===== src/rtl/periph_ctrl_sequencer.sv =====
// Transaction sequencer between the shared control register and an SPI/UART engine.
// Optional macro PERIPH_TIMEOUT_EN enables the WAIT timeout and ERR reporting.
`timescale 1ns/1ps

module periph_ctrl_sequencer #(
  parameter int TIMEOUT_CYCLES = 1024,
  parameter int CNT_W          = 8
) (
  input  logic             clk_i,
  input  logic             rst_i,
  input  logic [31:0]      ctrl_i,
  input  logic             cpu_wr_i,
  output logic             wr_o,
  output logic [31:0]      data_o,
  output logic             start_o,
  input  logic             done_i,
  input  logic             rx_valid_i,
  output logic             busy_o,
  output logic [CNT_W-1:0] txn_cnt_o
);

  if (TIMEOUT_CYCLES < 2 || TIMEOUT_CYCLES > 65535) begin : g_bad_timeout
    $error("periph_ctrl_sequencer: TIMEOUT_CYCLES out of range 2..65535");
  end

  typedef enum logic [1:0] {S_IDLE, S_START, S_WAIT, S_WB} state_e;

  state_e           state_q, state_d;
  logic             start_q, start_d;
  logic             busy_q, busy_d;
  logic             rx_seen_q, rx_seen_d;
  logic [CNT_W-1:0] cnt_q, cnt_d;
  logic             wr_issue;
  logic             err_bit;

`ifdef PERIPH_TIMEOUT_EN
  localparam int TW = (TIMEOUT_CYCLES > 2) ? $clog2(TIMEOUT_CYCLES) : 1;
  // Timeout fires on the WAIT cycle whose increment would reach TIMEOUT_CYCLES-1.
  localparam logic [TW-1:0] TIMER_LAST = TW'(TIMEOUT_CYCLES - 2);

  logic [TW-1:0] timer_q, timer_d;
  logic          err_q, err_d;

  assign err_bit = err_q;
`else
  assign err_bit = ctrl_i[2];
`endif

  // The collision check has to see the CPU strobe of the same cycle, otherwise
  // both ports would land on the register at one edge and CPU data could be lost.
  assign wr_issue  = (state_q == S_WB) && !cpu_wr_i;
  assign wr_o      = wr_issue;
  assign data_o    = wr_issue ? {ctrl_i[31:3], err_bit, ctrl_i[1] | rx_seen_q, 1'b0} : 32'h0;
  assign start_o   = start_q;
  assign busy_o    = busy_q;
  assign txn_cnt_o = cnt_q;

  always_comb begin
    state_d   = state_q;
    start_d   = 1'b0;
    rx_seen_d = rx_seen_q;
    cnt_d     = cnt_q;
`ifdef PERIPH_TIMEOUT_EN
    timer_d   = timer_q;
    err_d     = err_q;
`endif
    case (state_q)
      S_IDLE: begin
        if (ctrl_i[0]) begin
          state_d = S_START;
          start_d = 1'b1;
        end
      end
      S_START: begin
        state_d   = S_WAIT;
        rx_seen_d = 1'b0;
`ifdef PERIPH_TIMEOUT_EN
        timer_d   = '0;
        err_d     = 1'b0;
`endif
      end
      S_WAIT: begin
        if (rx_valid_i) begin
          rx_seen_d = 1'b1;
        end
        if (done_i) begin
          state_d = S_WB;
`ifdef PERIPH_TIMEOUT_EN
          err_d   = 1'b0;
        end else if (timer_q == TIMER_LAST) begin
          state_d = S_WB;
          err_d   = 1'b1;
        end else begin
          timer_d = timer_q + 1'b1;
`endif
        end
      end
      S_WB: begin
        if (!cpu_wr_i) begin
          state_d = S_IDLE;
          cnt_d   = cnt_q + 1'b1;
        end
      end
      default: state_d = S_IDLE;
    endcase
    busy_d = (state_d != S_IDLE);
  end

  always_ff @(posedge clk_i or posedge rst_i) begin
    if (rst_i) begin
      state_q   <= S_IDLE;
      start_q   <= 1'b0;
      busy_q    <= 1'b0;
      rx_seen_q <= 1'b0;
      cnt_q     <= '0;
`ifdef PERIPH_TIMEOUT_EN
      timer_q   <= '0;
      err_q     <= 1'b0;
`endif
    end else begin
      state_q   <= state_d;
      start_q   <= start_d;
      busy_q    <= busy_d;
      rx_seen_q <= rx_seen_d;
      cnt_q     <= cnt_d;
`ifdef PERIPH_TIMEOUT_EN
      timer_q   <= timer_d;
      err_q     <= err_d;
`endif
    end
  end

endmodule


===== config.mk =====
export PLATFORM = sky130hd
export DESIGN_NAME = periph_ctrl_sequencer
export DESIGN_NICKNAME = d
export VERILOG_FILES = /design/src/rtl/periph_ctrl_sequencer.sv
export SDC_FILE = /design/constraint.sdc
export NUM_CORES = 1
export LEC_CHECK = 0
export ABC_AREA = 1
export CAP_MARGIN = 20
export CORE_ASPECT_RATIO = 0.5
export CORE_MARGIN = 2
export CORE_UTILIZATION = 34
export DETAILED_ROUTE_END_ITERATION = 6
export PLACE_DENSITY = 0.9
export SYNTH_ARGS = -nofsm -noshare
export SYNTH_HDL_FRONTEND = slang
export SYNTH_SLANG_ARGS = --single-unit

===== constraint.sdc =====
create_clock -name clk_i -period 2.05 [get_ports clk_i]
set_clock_uncertainty 0.2 [all_clocks]
set_input_delay 0.615 -clock clk_i [delete_from_list [all_inputs] [get_ports clk_i]]
set_output_delay 0.615 -clock clk_i [all_outputs]
set_load 0.05 [all_outputs]

==> metrics.md, run 1 <==
| Metric | Value |
|---|---|
| Outcome | `aborted with a tool error` |
| Fail Step | `4_1_cts` |
| Error | `[ERROR DPL-0038] Utilization greater than 100%, impossible to legalize` |
| CTS root buffer | `clkbuf_8` |
| Most used DFF post-synth | `dfrtp_1` |
| Final HPWL DP | `3.73 mm` |
| Initial Utilization | `35.5%` |
| Clk sinks | `13` |
| Cell taking the most area after synthesis | `dfrtp_1` |
| Synth cell types | `19` |
| Row count | `13` |
| Setup Fix Bufs, Post-CTS | `3` |
| Mapped Cells | `139` |
| Max Buffers Root-to-Sink | `2` |
| EDFF count, synth | `0` |
| Synth top area cells | `dfrtp_1 36%, inv_1 17%, nor2_1 15%` |
| Syn_nets | `177` |
| IO Pins | `80` |
| CTS Buf Count | `3` |
| Mapped cell area | `912 um^2` |
| Die H | `40.6 um` |
| Post-synth top cells | `41 x inv_1, 37 x nor2_1, 24 x nand2_1, 13 x dfrtp_1, 6 x nand3_1` |
| Horiz. Die Dim | `77.3 um` |
| Synthesized area per cell | `6.56 um^2` |
| Post_cts resized | `50` |
| Hold buffers post-CTS | `0` |
| Ys async rst share | `100%` |
| Synth Register Bits | `13` |
| Seq/Total Area, Yosys | `35.7%` |
| Routability-driven placement congestion ratio | `0.831` |
| Place WS | `-0.646 ns` |
| Most common cell in the netlist | `inv_1` |
| YS warnings | `0` |
| Synth top area share | `35.7%` |
| I/O Buffers | `78` |
| H-tree depth | `1` |
## through the flow
| step | TNS (ns) | std cells | area [um^2] | hold slack (ns) | util (%) |
|---|---|---|---|---|---|
| global placement | -18.88 | 255 | 2400 | 0.293 | 93.5 |
| floorplan | -2.16 | 139 | 1180 | 0.264 | - |
| detailed placement | -20.63 | 255 | 2400 | 0.344 | 93.5 |
## cell families after synthesis
family / Yosys count / share of synthesized area, %
DFF: 13 / 35.7
xor gates and xnor gates: 4 / 4.66
other: 1 / 0.411
buffers and inverters: 45 / 20.6
and+or+nand+nor: 74 / 36.8
adders and majority gates: 1 / 1.37
AOI/OAI and AO/OA: 1 / 0.548
==> run 2: changes to the inputs <==
Settings changed: CORE_AREA set to 2 2 63 65, CORE_ASPECT_RATIO 0.5 to not set, CORE_MARGIN 2 to not set, CORE_UTILIZATION 34 to not set, DIE_AREA set to 0 0 65 67, PLACE_DENSITY 0.9 to not set, PLACE_DENSITY_LB_ADDON set to 0.15.
==> run 2 against run 1 <==
The flow now finishes, with violations (negative setup slack); synthesized cell count unchanged; area after synthesis unchanged.
==> metrics.md, run 2 <==
| Metric | Value |
|---|---|
| Pwr Density | `941 nW/um^2` |
| Max Slew Vio Count | `0` |
| RR Startpoint | `state_q[1]$_DFF_PP0_` |
| Number of max-cap violations | `0` |
| Comb pwr share | `72.7%` |
| Most frequent cells in the layout | `43 x buf_12, 33 x nor2_4, 24 x nand2_1` |
| Die H | `67 um (was 40.6 um)` |
| Slowest cell on crit path | `buf_12` |
| Hold buffers post-CTS | `0 (unchanged)` |
| First-pass GRT wire length | `5.22 mm` |
| Via density | `4.06` |
| Die ar. | `4360 um^2` |
| Final Cell Area | `2670 um^2` |
| Wire per inst | `12.3 um` |
| Final WL | `3.45 mm` |
| Number of detailed-route iterations in the first pass | `4` |
| Layout cell share with drive strength beyond 1 | `52.8%` |
| Vias | `1142` |
| IO Pins | `80 (unchanged)` |
| Synth cell types | `19 (unchanged)` |
| Most common cell in the netlist | `inv_1 (unchanged)` |
| CP dominant cell by count | `buf_12` |
| Post-synth top cells | `41 x inv_1, 37 x nor2_1, 24 x nand2_1, 13 x dfrtp_1, 6 x nand3_1 (unchanged)` |
| Clk sinks | `13 (unchanged)` |
| Mapped cell area | `912 um^2 (unchanged)` |
| Final net count | `272` |
| Critical path startpoint category | `input port` |
| Final HPWL DP | `2.79 mm (was 3.73 mm)` |
| Antenna Violating Nets Remaining | `0` |
| Synth top area share | `35.7% (unchanged)` |
| Leak | `1.32 nW` |
| Synth top area cells | `dfrtp_1 36%, inv_1 17%, nor2_1 15% (unchanged)` |
| CP startpoint | `cpu_wr_i` |
| Final setup violation count | `31` |
| Failing checks | `negative setup slack` |
| Mapped Cells | `139 (unchanged)` |
| Outcome | `finished with violations (was aborted with a tool error)` |
| Clock slew at reported path FFs | `0.05 ns` |
| Skew-Pair Late Insertion Delay | `0.24 ns` |
| Clock share of power | `8.9%` |
| VDD IR max | `712 uV` |
| Synth Register Bits | `13 (unchanged)` |
| Synthesized area per cell | `6.56 um^2 (unchanged)` |
| H-tree depth | `1 (unchanged)` |
| Kind of cell adding the most delay to the critical path | `buffers and inverters` |
| Drt initial violations | `11` |
| Row count | `22 (was 13)` |
| RSZ-0062 raised after global routing | `yes` |
| Commonest non-fill, non-tap cell in the layout | `buf_12` |
| WP buf/inv | `5` |
| CP arrival | `1.43 ns` |
| Placed Cells | `270 (was 255)` |
| Most used DFF post-synth | `dfrtp_1 (unchanged)` |
| Sw Ratio | `46.6%` |
| GRT Overall Usage | `15.5%` |
| Place WS | `-0.654 ns (was -0.646 ns)` |
| YS warnings | `0 (unchanged)` |
| Final Hold Viols | `0` |
| TritonCTS clock tree | `built` |
| Max Buffers Root-to-Sink | `2 (unchanged)` |
| Cell taking the most area after synthesis | `dfrtp_1 (unchanged)` |
| I/O Buffers | `78 (unchanged)` |
| CTS root buffer | `clkbuf_8 (unchanged)` |
| Initial antenna violation count | `0` |
| EDFF count, synth | `0 (unchanged)` |
| Worst hold start | `rx_seen_q$_DFFE_PP0P_` |
| Min setup slack post-route | `-0.192 ns` |
| Number of global-route vias before repair | `1144` |
| Fin util | `73.9%` |
| Fin Setup TNS | `-4.63 ns` |
| CTS Buf Count | `3 (unchanged)` |
| Crit Path Category | `input port to primary output` |
| Initial Utilization | `25.3% (was 35.5%)` |
| Final Power | `2.51 mW` |
| Syn_nets | `177 (unchanged)` |
| Reg power frac | `18.4%` |
| Int Power | `1.34 mW` |
| Seq/Total Area, Yosys | `35.7% (unchanged)` |
| DRC | `0` |
| Final period utilization | `109%` |
| Net Sw Power | `1.17 mW` |
| # diodes | `0` |
| Fin cells | `281` |
| Global route overflow | `0` |
| Routability-driven placement congestion ratio | `0.722 (was 0.831)` |
| Largest net degree at the start of global routing | `14` |
| Worst min path class | `flip-flop to flip-flop` |
| Crit path max fanout | `6` |
| Max reg flops | `8` |
| Synth-to-layout area growth | `192%` |
| Required time of the worst setup path | `1.23 ns` |
| Horiz. Die Dim | `65 um (was 77.3 um)` |
| Crit-path cells | `buf_12, inv_12, nand3_4, buf_12, clkbuf_16, nor2_4, buf_12` |
| Highest Clock Rate | `0.446 GHz` |
| Cell Area, Placed | `2460 um^2 (was 2400 um^2)` |
| Max incr delay on CP | `0.16 ns` |
| Hold WS | `0.323 ns` |
| Ys async rst share | `100% (unchanged)` |
| CP endpoint kind | `primary output` |
| Final worst path period need | `2.24 ns` |
| Core Region | `3610 um^2` |
==> run 2: cell counts after synthesis <==
Identical to the previous run, type by type.
==> run 2: power by group through the flow <==
stage               logic, mW  clock network [mW]  registers [mW]
floorplan               0.749                   0           0.617
global placement         1.67                   0           0.460
detailed placement       1.70                   0           0.463
CTS                      1.84               0.231           0.461
global route             1.91               0.243           0.475
finish                   1.82               0.223           0.462
==> run 2: worst register-to-register path, stage by stage (launching register included) <==
cell and delay, ns:
dfrtp_2 0.42, nand3_4 0.12, buf_12 0.16, buf_4 0.14
buf_4 0.16, nor2_8 0.12, nand2_1 0.06, nand2_1 0.06
nand2_1 0.05
==> run 2: final timing paths <==
path / end / slack, ns / cells past startpoint
max in group asynchronous: state_q[1]$_DFF_PP0_ / 0.82 / 2
setup reg to reg: txn_cnt_o[7]$_DFFE_PP0P_ / 0.45 / 8
hold reg to reg: rx_seen_q$_DFFE_PP0P_ / 0.32 / 2
hold / removal: rx_seen_q$_DFFE_PP0P_ / 0.32 / 2
min in group asynchronous: txn_cnt_o[6]$_DFFE_PP0P_ / 0.48 / 2
setup / recovery: data_o[18] / -0.19 / 7
==> run 2: area by class of cell <==
| cell class | instances | area [um^2] |
|---|---|---|
| clock buffers | 4 | 45.0 |
| fillers | 247 | 940 |
| inverters | 41 | 166 |
| multi-input cells | 81 | 639 |
| flip-flops and latches | 13 | 327 |
| well taps | 48 | 60.1 |
| repair buffers | 94 | 1430 |
==> run 2: cell families (layout without fill, tap and decap cells) <==
logic type | count (synthesis) | after routing | share of synthesized area (%)
and+or+nand+nor | 74 | 74 | 36.8
adders and majority gates | 1 | 1 | 1.37
DFF | 13 | 13 | 35.7
buffers and inverters | 45 | 139 | 20.6
other | 1 | 1 | 0.411
AOI/OAI and AO/OA | 1 | 1 | 0.548
xor gates and xnor gates | 4 | 4 | 4.66
==> run 2: repair_timing <==
action	in CTS	in global routing
gates cloned	2	1
pin swaps	14	13
endpoints found under the setup margin	35	31
resized for setup	32	31
hold endpoints to repair	0	0
buffers inserted	5	3
==> run 2: metal layers <==
layer	GRT usage, %	part of all wire [%]	up-vias
met5	0	0	-
met4	5.05	1.5	0
met3	2.53	7.3	6
met2	28.9	52	49
met1	18.0	39	511
li1	-	-	576
(Power assumes the default switching activity.)
==> run 3: changes to the inputs <==
Settings changed: ABC_AREA 1 to not set.
==> run 3 against run 2 <==
The run still ends with negative setup slack left; setup slack got worse by 0.0030 ns; sequential cell count unchanged; sequential power is 2% lower; first-iteration DRC count rose by 45%; critical path type unchanged; critical endpoint is now data_o[1]; highest routed layer unchanged.
==> metrics.md, run 3 <==
| Metric | Value |
|---|---|
| Outcome | `finished with violations (unchanged)` |
| Failing checks | `negative setup slack (unchanged)` |
| EDFF count, synth | `0 (unchanged)` |
| Synth-to-layout area growth | `203% (was 192%)` |
| Cell taking the most area after synthesis | `dfrtp_1 (unchanged)` |
| Hold buffers post-CTS | `0 (unchanged)` |
| Row count | `22 (unchanged)` |
| Most used DFF post-synth | `dfrtp_1 (unchanged)` |
| RSZ-0062 raised after global routing | `yes (unchanged)` |
| H-tree depth | `1 (unchanged)` |
| Required time of the worst setup path | `1.23 ns (about the same)` |
| Skew-Pair Late Insertion Delay | `0.24 ns (about the same)` |
| Routability-driven placement congestion ratio | `0.733 (was 0.722)` |
| Worst min path class | `flip-flop to flip-flop (unchanged)` |
| Final WL | `3.24 mm (was 3.45 mm)` |
| # diodes | `0 (unchanged)` |
| Place WS | `-0.551 ns (was -0.654 ns)` |
| Final setup violation count | `32 (was 31)` |
| Fin cells | `224 (was 281)` |
| Synth top area share | `42.7% (was 35.7%)` |
| Min setup slack post-route | `-0.195 ns (was -0.192 ns)` |
| Leak | `1.03 nW (was 1.32 nW)` |
| First-pass GRT wire length | `5.19 mm (was 5.22 mm)` |
| Footprint of the multi-input gates | `494 um^2 (was 639 um^2)` |
| Hold WS | `0.331 ns (was 0.323 ns)` |
| YS warnings | `0 (unchanged)` |
| Pwr Density | `1130 nW/um^2 (was 941 nW/um^2)` |
| CP endpoint kind | `primary output (unchanged)` |
| Crit Path Category | `input port to primary output (unchanged)` |
| Sequential cell area | `325 um^2 (was 327 um^2)` |
| Via density | `4.17 (was 4.06)` |
| Fin Setup TNS | `-5.20 ns (was -4.63 ns)` |
| Antenna Violating Nets Remaining | `0 (unchanged)` |
| Number of detailed-route iterations in the first pass | `4 (unchanged)` |
| Global route overflow | `0 (unchanged)` |
| Commonest non-fill, non-tap cell in the layout | `buf_12 (unchanged)` |
| Vias | `935 (was 1142)` |
| Placed Cells | `208 (was 270)` |
| Met1 Track Usage GR | `19.7% (was 18.0%)` |
| Fill cell count | `281 (was 247)` |
| Seq/Total Area, Yosys | `42.7% (was 35.7%)` |
| Met3 Use GR | `3.21% (was 2.53%)` |
| Die ar. | `4360 um^2 (unchanged)` |
| Highest Clock Rate | `0.445 GHz (was 0.446 GHz)` |
| Mapped cell area | `762 um^2 (was 912 um^2)` |
| Post-synth top cells | `30 x and2_1, 13 x dfrtp_1, 5 x nor2_1, 4 x xnor2_1 (was 41 x inv_1, 37 x nor2_1, 24 x nand2_1, 13 x dfrtp_1, 6 x nand3_1)` |
| Initial Utilization | `21.1% (was 25.3%)` |
| Syn_nets | `120 (was 177)` |
| Clock slew at reported path FFs | `0.05 ns (about the same)` |
| Crit path max fanout | `3 (was 6)` |
| Synth top area cells | `dfrtp_1 43%, and2_1 25%, xnor2_1 4.6% (was dfrtp_1 36%, inv_1 17%, nor2_1 15%)` |
| Critical path startpoint category | `input port (unchanged)` |
| GRT Overall Usage | `15.7% (was 15.5%)` |
| Final worst path period need | `2.24 ns (about the same)` |
| Most frequent cells in the layout | `42 x buf_12, 34 x clkdlybuf4s50_1, 30 x and2_4 (was 43 x buf_12, 33 x nor2_4, 24 x nand2_1)` |
| I/O Buffers | `78 (unchanged)` |
| Ys async rst share | `100% (unchanged)` |
| Max reg flops | `8 (unchanged)` |
| Layout cell share with drive strength beyond 1 | `55.7% (was 52.8%)` |
| IO Pins | `80 (unchanged)` |
| Max Buffers Root-to-Sink | `2 (unchanged)` |
| CTS root buffer | `clkbuf_8 (unchanged)` |
| Most common cell in the netlist | `and2_1 (was inv_1)` |
| Die H | `67 um (unchanged)` |
| Core Region | `3610 um^2 (unchanged)` |
| Synthesized area per cell | `9.29 um^2 (was 6.56 um^2)` |
| GR peak layer | `met2 (unchanged)` |
| DRC | `0 (unchanged)` |
| Largest net degree at the start of global routing | `14 (unchanged)` |
| Wire per inst | `14.4 um (was 12.3 um)` |
| Initial antenna violation count | `0 (unchanged)` |
| Synth cell types | `22 (was 19)` |
| CP arrival | `1.43 ns (about the same)` |
| TritonCTS clock tree | `built (unchanged)` |
| Final period utilization | `109% (about the same)` |
| Final Hold Viols | `0 (unchanged)` |
| Final HPWL DP | `2.45 mm (was 2.79 mm)` |
| Met2 usage | `26.4% (was 28.9%)` |
| CTS Buf Count | `3 (unchanged)` |
| VDD IR max | `971 uV (was 712 uV)` |
| Max Slew Vio Count | `0 (unchanged)` |
| Drt initial violations | `16 (was 11)` |
| Number of global-route vias before repair | `980 (was 1144)` |
| Mapped Cells | `82 (was 139)` |
| Horiz. Die Dim | `65 um (unchanged)` |
| Synth Register Bits | `13 (unchanged)` |
| Number of max-cap violations | `0 (unchanged)` |
| Final net count | `215 (was 272)` |
| Clk sinks | `13 (unchanged)` |
-- run 3: worst paths after layout --
path                                        from                  endpoint  slack, ns  cells past startpoint
setup / recovery                        cpu_wr_i                 data_o[1]      -0.19                      6
hold / removal             rx_seen_q$_DFFE_PP0P_     rx_seen_q$_DFFE_PP0P_       0.33                      2
setup reg to reg            state_q[0]$_DFF_PP0_  txn_cnt_o[1]$_DFFE_PP0P_       0.24                      8
hold reg to reg            rx_seen_q$_DFFE_PP0P_     rx_seen_q$_DFFE_PP0P_       0.33                      2
max in group asynchronous                  rst_i     rx_seen_q$_DFFE_PP0P_       0.82                      2
min in group asynchronous                  rst_i  txn_cnt_o[0]$_DFFE_PP0P_       0.50                      2
-- run 3: per-stage QoR --
step / power, mW / utilization [%] / area (um^2)
2_1_floorplan: 1.37 / - / 882
3_3_place_gp: 2.19 / 58.4 / 2110
3_5_place_dp: 2.21 / 58.4 / 2110
4_1_cts: 2.63 / 63.7 / 2300
5_1_grt: 2.74 / 64.0 / 2310
6_report: 2.62 / 64.0 / 2310
-- run 3: critical path, cell delays in order --
cell      delay, ns
buf_6          0.09
nand3b_4       0.20
buf_12         0.18
buf_8          0.12
nor2_4         0.09
buf_12         0.14
-- run 3: logic make-up after synthesis --
group	share of synthesized area, %
and+or+nand+nor	37.8
DFF	42.7
xor gates and xnor gates	8.05
buffers and inverters	4.76
AOI/OAI and AO/OA	1.64
muxes	2.96
adders and majority gates	1.64
other	0.492
-- run 3: power breakdown --
part,internal [mW],switching [mW]
Sequential,0.341,0.114
Combinational,0.991,0.941
Clock,0.137,0.0905
-- run 3: layout make-up --
type	instances	area share (%)
flip-flops and latches	13	14.1
multi-input cells	62	21.4
inverters	3	1.03
repair buffers	92	57.9
clock buffers	4	1.95
well taps	48	2.60
repair inverters	2	0.976
-- run 3: per-layer routing --
layer	wire, um	vias up	part of all wire, %
met5	0	-	0
met4	13	0	0.40
met3	276	2	8.5
met2	1590	55	49
met1	1350	435	42
li1	-	443	-
-- run 3: repair_timing --
| action | CTS | global route |
|---|---|---|
| setup buffers | 9 | 1 |
| gates resized for setup | 20 | 1 |
| endpoints found under the setup margin | 32 | 32 |
| gates cloned | 2 | 0 |
| pin swaps | 3 | 0 |
==> run 4: changes to the inputs <==
--- a/constraint.sdc
+++ b/constraint.sdc
@@ -3,3 +3,3 @@
 set_input_delay 0.615 -clock clk_i [delete_from_list [all_inputs] [get_ports clk_i]]
 set_output_delay 0.615 -clock clk_i [all_outputs]
-set_load 0.05 [all_outputs]
+set_load 0.1 [all_outputs]
==> run 4 against run 3 <==
The flow still finishes with violations (negative setup slack); hold slack lost 0.027 ns; clock-buffer cell count is the same; sequential share of layout area is 0.14 points lower; fmax shrank 2.2%; sequential cell count unchanged; non-clock buffer count rose by 1; sequential power is 2% higher; final cell count rose by 0.45%; first-iteration DRC count decreased by 31%; clock power is 3% lower; setup slack got worse by 0.050 ns; highest routed layer is now met3.
==> metrics.md, run 4 (same netlist as run 3, synthesis figures left out) <==
| Metric | Value |
|---|---|
| Final setup violation count | `32 (unchanged)` |
| Max Slew Vio Count | `0 (unchanged)` |
| Die H | `67 um (unchanged)` |
| H-tree depth | `1 (unchanged)` |
| Number of max-cap violations | `0 (unchanged)` |
| Most frequent cells in the layout | `43 x buf_12, 35 x clkdlybuf4s50_1, 30 x and2_4 (was 42 x buf_12, 34 x clkdlybuf4s50_1, 30 x and2_4)` |
| Place WS | `-0.609 ns (was -0.551 ns)` |
| Outcome | `finished with violations (unchanged)` |
| VDD IR max | `734 uV (was 971 uV)` |
| Leak | `1.04 nW (was 1.03 nW)` |
| Commonest non-fill, non-tap cell in the layout | `buf_12 (unchanged)` |
| CP endpoint kind | `primary output (unchanged)` |
| Final Power | `3.26 mW (was 2.62 mW)` |
| GRT Overall Usage | `15.1% (was 15.7%)` |
| Critical path startpoint category | `input port (unchanged)` |
| Via density | `4.20 (was 4.17)` |
| Cell Area, Placed | `2120 um^2 (was 2110 um^2)` |
| Final HPWL DP | `2.56 mm (was 2.45 mm)` |
| Placed Cells | `208 (unchanged)` |
| Clk sinks | `13 (unchanged)` |
| Pwr Density | `1400 nW/um^2 (was 1130 nW/um^2)` |
| Core Region | `3610 um^2 (unchanged)` |
| Final net count | `216 (was 215)` |
| Routability-driven placement congestion ratio | `0.716 (was 0.733)` |
| Max reg flops | `8 (unchanged)` |
| CTS Buf Count | `3 (unchanged)` |
| Highest Clock Rate | `0.436 GHz (was 0.445 GHz)` |
| Crit Path Category | `input port to primary output (unchanged)` |
| Number of global-route vias before repair | `940 (was 980)` |
| Global route overflow | `0 (unchanged)` |
| Synth-to-layout area growth | `206% (was 203%)` |
| Number of detailed-route iterations in the first pass | `3 (was 4)` |
| Max Buffers Root-to-Sink | `2 (unchanged)` |
| CP arrival | `1.48 ns (was 1.43 ns)` |
| Final period utilization | `112% (was 109%)` |
| Drt initial violations | `11 (was 16)` |
| Layout cell share with drive strength beyond 1 | `55.4% (was 55.7%)` |
| Final Cell Area | `2330 um^2 (was 2310 um^2)` |
| Min setup slack post-route | `-0.244 ns (was -0.195 ns)` |
| Fin cells | `225 (was 224)` |
| Vias | `945 (was 935)` |
| Die ar. | `4360 um^2 (unchanged)` |
| Required time of the worst setup path | `1.23 ns (about the same)` |
| CTS root buffer | `clkbuf_8 (unchanged)` |
| RSZ-0062 raised after global routing | `yes (unchanged)` |
| Initial Utilization | `21.1% (unchanged)` |
| Tightest Pin Transition | `0.503 ns` |
| Antenna Violating Nets Remaining | `0 (unchanged)` |
| Final Hold Viols | `0 (unchanged)` |
| Failing checks | `negative setup slack (unchanged)` |
| Horiz. Die Dim | `65 um (unchanged)` |
| Skew-Pair Late Insertion Delay | `0.24 ns (about the same)` |
| First-pass GRT wire length | `4.97 mm (was 5.19 mm)` |
| Final worst path period need | `2.29 ns (was 2.24 ns)` |
| IO Pins | `80 (unchanged)` |
| Worst min path class | `flip-flop to flip-flop (unchanged)` |
| Wire per inst | `14.9 um (was 14.4 um)` |
| TritonCTS clock tree | `built (unchanged)` |
| DRC | `0 (unchanged)` |
| Row count | `22 (unchanged)` |
| Clock slew at reported path FFs | `0.05 ns (about the same)` |
| I/O Buffers | `78 (unchanged)` |
| Crit path max fanout | `3 (unchanged)` |
| # diodes | `0 (unchanged)` |
| Relative slew slack | `66.5%` |
| Initial antenna violation count | `0 (unchanged)` |
| Largest net degree at the start of global routing | `14 (unchanged)` |
| Final WL | `3.36 mm (was 3.24 mm)` |
## run 4: changes by cell type in the layout (fill, tap and decap cells not counted)
| cell | change |
|---|---|
| nor2_1 | +1 |
| clkdlybuf4s50_1 | +1 |
| nor2_2 | -1 |
| buf_6 | +1 |
| dlygate4sd2_1 | -1 |
| buf_4 | -1 |
| buf_12 | +1 |
## run 4: critical path: stages
cell,delay [ns]
buf_6,0.09
nand3b_4,0.21
buf_12,0.17
buf_8,0.11
nor2_4,0.09
buf_12,0.18
## run 4: repair_timing
item,4_1_cts,5_1_grt
buffers inserted,9,2
endpoints found under the hold margin,0,0
pin swaps,2,0
endpoints found under the setup margin,32,32
resized for setup,18,1
gates cloned,2,0
hold buffers,0,0
## run 4: layout make-up
type / instances / area [um^2]
Sequential cell: 13 / 325
Tap cell: 48 / 60.1
Multi-Input combinational cell: 62 / 492
Clock buffer: 4 / 45.0
Inverter: 3 / 23.8
Timing Repair Buffer: 93 / 1360
Timing Repair inverter: 2 / 22.5
Fill cell: 271 / 1280
## run 4: worst paths after layout
check | cells past startpoint | startpoint | slack (ns) | end
worst max-delay path | 6 | cpu_wr_i | -0.24 | data_o[1]
min in group asynchronous | 2 | rst_i | 0.51 | txn_cnt_o[0]$_DFFE_PP0P_
worst min-delay path | 2 | rx_seen_q$_DFFE_PP0P_ | 0.30 | rx_seen_q$_DFFE_PP0P_
worst max register to register | 8 | state_q[0]$_DFF_PP0_ | 0.22 | txn_cnt_o[1]$_DFFE_PP0P_
max in group asynchronous | 2 | rst_i | 0.81 | busy_o$_DFF_PP0_
worst min register to register | 2 | rx_seen_q$_DFFE_PP0P_ | 0.30 | rx_seen_q$_DFFE_PP0P_
## run 4: stage by stage
stage	TNS [ns]	hold slack [ns]	util (%)
floorplan	-6.10	0.270	-
global placement	-17.65	0.295	58.9
detailed placement	-19.51	0.292	58.9
CTS	-7.01	0.306	64.1
global route	-7.60	0.355	64.6
finish	-6.89	0.303	64.6
## run 4: routing by layer
layer | wire length, um | up-vias | global-route usage [%]
li1 | - | 447 | -
met1 | 1250 | 446 | 16.2
met2 | 1800 | 52 | 29.4
met3 | 306 | 0 | 5.24
met4 | 0 | 0 | 1.60
met5 | 0 | - | 0
## run 4: report_power, final
part	leakage [nW]	switching [mW]	internal [mW]	total, mW
logic	0.855	1.56	1.02	2.58
registers	0.161	0.124	0.341	0.465
clock network	0.0228	0.0846	0.137	0.221
